==> src/rtl/mii_mac_pkg.sv <==
// mii_mac_pkg: shared MII MAC constants and the TX serializer state encoding.
package mii_mac_pkg;
   localparam logic [3:0] PREAMBLE_NIBBLE = 4'h5;
   localparam logic [3:0] SFD_NIBBLE = 4'hD;
   localparam int DEFAULT_IFG_NIBBLES = 24;
   typedef enum logic [3:0] {
      S_RESET,
      S_IDLE,
      S_PREAMBLE,
      S_SFD,
      S_DATA_LO,
      S_DATA_HI,
      S_UNDERRUN,
      S_DRAIN,
      S_IFG
   } state_t;
endpackage

==> src/rtl/mii_tx_nibble.sv <==
// mii_tx_nibble: AXI-Stream byte frames to MII TX nibbles with preamble, SFD,
// TX_ER for errored/underrun bytes and a guaranteed inter-frame gap.
module mii_tx_nibble
   import mii_mac_pkg::*;
#(
   parameter int PREAMBLE_NIBBLES = 15,
   parameter int IFG_NIBBLES = DEFAULT_IFG_NIBBLES
) (
   input  logic       clock,
   input  logic       aresetn,
   input  logic [7:0] saxis_tdata,
   input  logic       saxis_tvalid,
   output logic       saxis_tready,
   input  logic       saxis_tlast,
   input  logic       saxis_tuser,
   output logic [3:0] mii_txd,
   output logic       mii_tx_en,
   output logic       mii_tx_er,
   output logic       underrun
);
   localparam int CW = $clog2(PREAMBLE_NIBBLES > IFG_NIBBLES ? PREAMBLE_NIBBLES : IFG_NIBBLES);
   // IFG loads one short: the state after S_IFG and the registered output lag supply the rest.
   localparam logic [CW-1:0] PRE_LOAD = CW'(PREAMBLE_NIBBLES - 1);
   localparam logic [CW-1:0] IFG_LOAD = CW'(IFG_NIBBLES - 2);

   state_t state;
   logic [CW-1:0] cnt;
   logic [7:0] byte_q;
   logic last_q;
   logic user_q;
   logic data_state;

   assign data_state = state == S_DATA_LO || state == S_DATA_HI;
   assign saxis_tready = state == S_SFD || state == S_DRAIN || (state == S_DATA_HI && !last_q);

   always_ff @(posedge clock) begin
      if (!aresetn) begin
         state <= S_RESET;
         cnt <= '0;
         byte_q <= '0;
         last_q <= 1'b0;
         user_q <= 1'b0;
         mii_txd <= '0;
         mii_tx_en <= 1'b0;
         mii_tx_er <= 1'b0;
         underrun <= 1'b0;
      end else begin
         mii_txd <= state == S_PREAMBLE ? PREAMBLE_NIBBLE :
                    state == S_SFD      ? SFD_NIBBLE :
                    state == S_DATA_LO  ? byte_q[3:0] :
                    state == S_DATA_HI  ? byte_q[7:4] : 4'h0;
         mii_tx_en <= state inside {S_PREAMBLE, S_SFD, S_DATA_LO, S_DATA_HI, S_UNDERRUN};
         mii_tx_er <= (data_state && user_q) || state == S_UNDERRUN;
         underrun <= state == S_UNDERRUN;
         case (state)
            S_RESET: begin
               cnt <= IFG_LOAD;
               state <= S_IFG;
            end
            S_IDLE: if (saxis_tvalid) begin
               cnt <= PRE_LOAD;
               state <= S_PREAMBLE;
            end
            S_PREAMBLE: if (cnt == '0) state <= S_SFD; else cnt <= cnt - 1'b1;
            S_SFD: begin
               byte_q <= saxis_tdata;
               last_q <= saxis_tlast;
               user_q <= saxis_tuser;
               state <= S_DATA_LO;
            end
            S_DATA_LO: state <= S_DATA_HI;
            S_DATA_HI: begin
               if (last_q) begin
                  cnt <= IFG_LOAD;
                  state <= S_IFG;
               end else if (saxis_tvalid) begin
                  byte_q <= saxis_tdata;
                  last_q <= saxis_tlast;
                  user_q <= saxis_tuser;
                  state <= S_DATA_LO;
               end else begin
                  state <= S_UNDERRUN;
               end
            end
            S_UNDERRUN: state <= S_DRAIN;
            S_DRAIN: if (saxis_tvalid && saxis_tlast) begin
               cnt <= IFG_LOAD;
               state <= S_IFG;
            end
            S_IFG: if (cnt == '0) state <= S_IDLE; else cnt <= cnt - 1'b1;
            default: state <= S_RESET;
         endcase
      end
   end
endmodule

==> config.mk <==
export PLATFORM = sky130hd
export DESIGN_NAME = mii_tx_nibble
export DESIGN_NICKNAME = d
export VERILOG_FILES = /design/src/rtl/mii_mac_pkg.sv /design/src/rtl/mii_tx_nibble.sv
export SDC_FILE = /design/constraint.sdc
export NUM_CORES = 1
export LEC_CHECK = 0
export CORE_MARGIN = 5
export CORE_UTILIZATION = 40
export DETAILED_ROUTE_END_ITERATION = 8
export DONT_BUFFER_PORTS = 1
export MAX_ROUTING_LAYER = met4
export PLACE_DENSITY = 0.56
export SLEW_MARGIN = 20
export SYNTH_ARGS = -nofsm -noshare
export SYNTH_HDL_FRONTEND = slang
export SYNTH_SLANG_ARGS = --single-unit
==> constraint.sdc <==
create_clock -name clock -period 2 [get_ports clock]
set_input_delay 0.4 -clock clock [delete_from_list [all_inputs] [get_ports clock]]
set_output_delay 0.4 -clock clock [all_outputs]
set_load 0.01 [all_outputs]
==> metrics.md <==
| Metric | Value |
|---|---|
| Sw power | 0.532 mW |
| HPWL Detailed | 2280 µm |
| Vias in the first global route | 1026 |
| Dominant cell type by area after synthesis | dfxtp_1 |
| Total routed wirelength | 2970 µm |
| Worst Max-Slew Pin Slew | 552 ps |
| Critical Path RT | 1600 ps |
| Commonest cells post-synth | dfxtp_1 (26), nor2_1 (18), mux2i_1 (13) |
| Post-CTS sizing | 1 |
| Post-place setup slack | 200 ps |
| Clock latency at the later pin of the worst-skew pair | 320 ps |
| Largest net degree at the start of global routing | 22 |
| Combinational fraction of design power | 35.4% |
| Top FF cell, synth | dfxtp_1 |
| TritonCTS clock tree | done |
| Setup TNS | 0 ps |
| Synth top area share | 38.9% |
| HP Class | in2reg |
| Hold path startpoint | aresetn |
| Drt wl/cell | 14.7 µm |
| Power per cell area | 1030 nW/µm² |
| Remaining global-route overflow | 0 |
| Leakage | 0.566 nW |
| Status | complete, no violations |
| PnR worst setup slack | 98.1 ps |
| Clock network power share | 18.1% |
| Crit Path Max Fanout | 10 |
| Int Pwr | 0.963 mW |
| Max Cap Viol | 0 |
| Antenna Diode Count | 0 |
| Number of vias per cell | 5.44 |
| Register area | 527 µm² |
| Fmax | 526 MHz |
| All-Layer GR Usage | 14.6% |
| Antenna-violating nets left | 0 |
| Row count | 21 |
| R2r startpoint | state[1]$_SDFFE_PN0P_ |
| I/O Pins | 21 |
| H-tree depth | 1 |
| Most frequent cell after synthesis | dfxtp_1 |
| First-pass GRT wire length | 4890 µm |
| Post-Synthesis Net Count | 167 |
| Sw Ratio | 35.6% |
| Total core area | 3280 µm² |
| Mean post-synth cell area | 8.74 µm² |
| Die Width | 67.8 µm |
| Crit Path Category | reg2out |
| Final worst-path cycle share | 95.1% |
| Routed vias | 1098 |
| Sequential area share after synthesis | 38.9% |
| Startpoint types | flip-flop |
| Hold Fails Final Rpt | 0 |
| Post-Syn Instances | 153 |
| Yosys warning count | 0 |
| Worst-path clk slew | 150 ps |
| Layout cells sized above 1 | 14.1% |
| Setup crit end kind | primary output |
| I/O Buffers | 0 |
| Max VDD drop | 0.400 mV |
| Initial Util | 40.7% |
| Post-layout net count | 171 |
| DIE AREA | 4600 µm² |
| Fraction of registers with async set/reset | 0% |
| RSZ-0062 raised after global routing | false |
| Crit. Startpoint | state[1]$_SDFFE_PN0P_ |
| Drt first pass iters | 4 |
| Chip height | 67.8 µm |
| EDFF count, synth | 0 |
| Worst Path Arrival | 1500 ps |
| Post-route minimum period | 1900 ps |
| Routability congestion estimate | 0.832 |
| DRC viols | 0 |
| Fillers | 348 |
| Final setup viols | 0 |
| Sequential power share | 46.5% |
| Root buf cell | clkbuf_4 |
| Synth cell types | 42 |
| Max Root-Sink Buffers | 2 |
| Final Max Slew Viols | 0 |
| Area of the multi-input gates | 757 µm² |
| Num CTS Buffers | 3 |
| Layout area overhead | 8.61% |
| Ranking of synthesized cells by area | dfxtp_1 (39%), mux2i_1 (9.7%), nor2_1 (5.1%) |
| Setup Fix Bufs, Post-CTS | 0 |
| CTS hold repair buffers | 0 |
| Synthesized area | 1340 µm² |
| Slew margin rel. | 62.9% |
| CTS sink count | 26 |
| Initial antenna violation count | 0 |
| Final Skew | 6.71 ps |
| DR iter-0 viols | 66 |
| Seq cells post-synth | 26 |
-- layout by cell type, fill, tap and decap left out, types with 3 or more instances in the layout --
cell type	n
dfxtp_1	23
nand2b_1	5
a31oi_1	4
nor2b_1	9
inv_1	5
o21ai_1	4
a21oi_1	5
mux2i_1	13
nand3_1	4
o21ai_0	9
nor2_1	18
nand2_1	5
clkbuf_4	3
buf_4	7
nor3_1	6
-- power by group through the flow --
stage	logic (mW)	clock network, mW	registers (mW)
3_5_place_dp	0.531	0	0.704
5_1_grt	0.598	0.306	0.713
6_report	0.529	0.271	0.695
4_1_cts	0.533	0.285	0.692
3_3_place_gp	0.519	0	0.697
2_1_floorplan	0.467	0	0.651
-- flip-flops by register name, indices dropped and copies added, names as in the netlist --
register,flops
mii_txd,4
cnt,5
last_q,1
mii_tx_er,1
state,4
byte_q,8
mii_tx_en,1
user_q,1
underrun,1
-- metrics by stage --
step	instances	cell area, µm²	hold WS (ps)	utilization [%]	power [mW]
floorplan	153	1340	441	-	1.12
global placement	198	1410	473	42.9	1.22
detailed placement	198	1410	476	42.9	1.23
CTS	202	1450	158	44.1	1.51
global route	202	1450	141	44.2	1.62
finish	202	1450	175	44.2	1.49
-- path summary, 6_finish.rpt --
check	end	slack (ps)	depth (start not counted)
hold reg to reg	mii_tx_er$_SDFF_PN0_	480	2
hold / removal	state[0]$_SDFFE_PN0P_	170	1
setup / recovery	saxis_tready	100	3
setup reg to reg	cnt[1]$_SDFFE_PN0P_	190	5
-- layout make-up --
type,instances,area share [%]
Timing Repair Buffer,7,3.62
Tap cell,46,3.96
Inverter,6,1.55
Clock buffer,4,2.50
Multi-Input combinational cell,113,52.1
Sequential cell,26,36.3
-- cells by family (layout without fill, tap and decap cells) --
logic type	after synthesis	count (layout)	share of synthesized area [%]
and+or+nand+nor	60	60	26.7
buffers and inverters	14	17	4.49
DFF	26	26	38.9
xor gates and xnor gates	1	1	0.655
AOI/OAI and AO/OA	38	38	18.6
adders and majority gates	1	1	0.935
muxes	13	13	9.73
-- per-layer routing --
| metal | up-vias | GRT usage [%] | part of all wire (%) |
|---|---|---|---|
| met3 | 2 | 2.96 | 5.7 |
| met2 | 25 | 21.6 | 48 |
| met4 | 0 | 7.20 | 0.64 |
| met5 | - | - | 0 |
| met1 | 514 | 18.8 | 45 |
| li1 | 557 | - | - |
-- critical path: stages, from the launching register on --
cell      delay, ps
dfxtp_1         430
nand2b_4        210
or3_4           360
o21ai_0         190
Note: power is estimated with default switching activity, not from simulation.
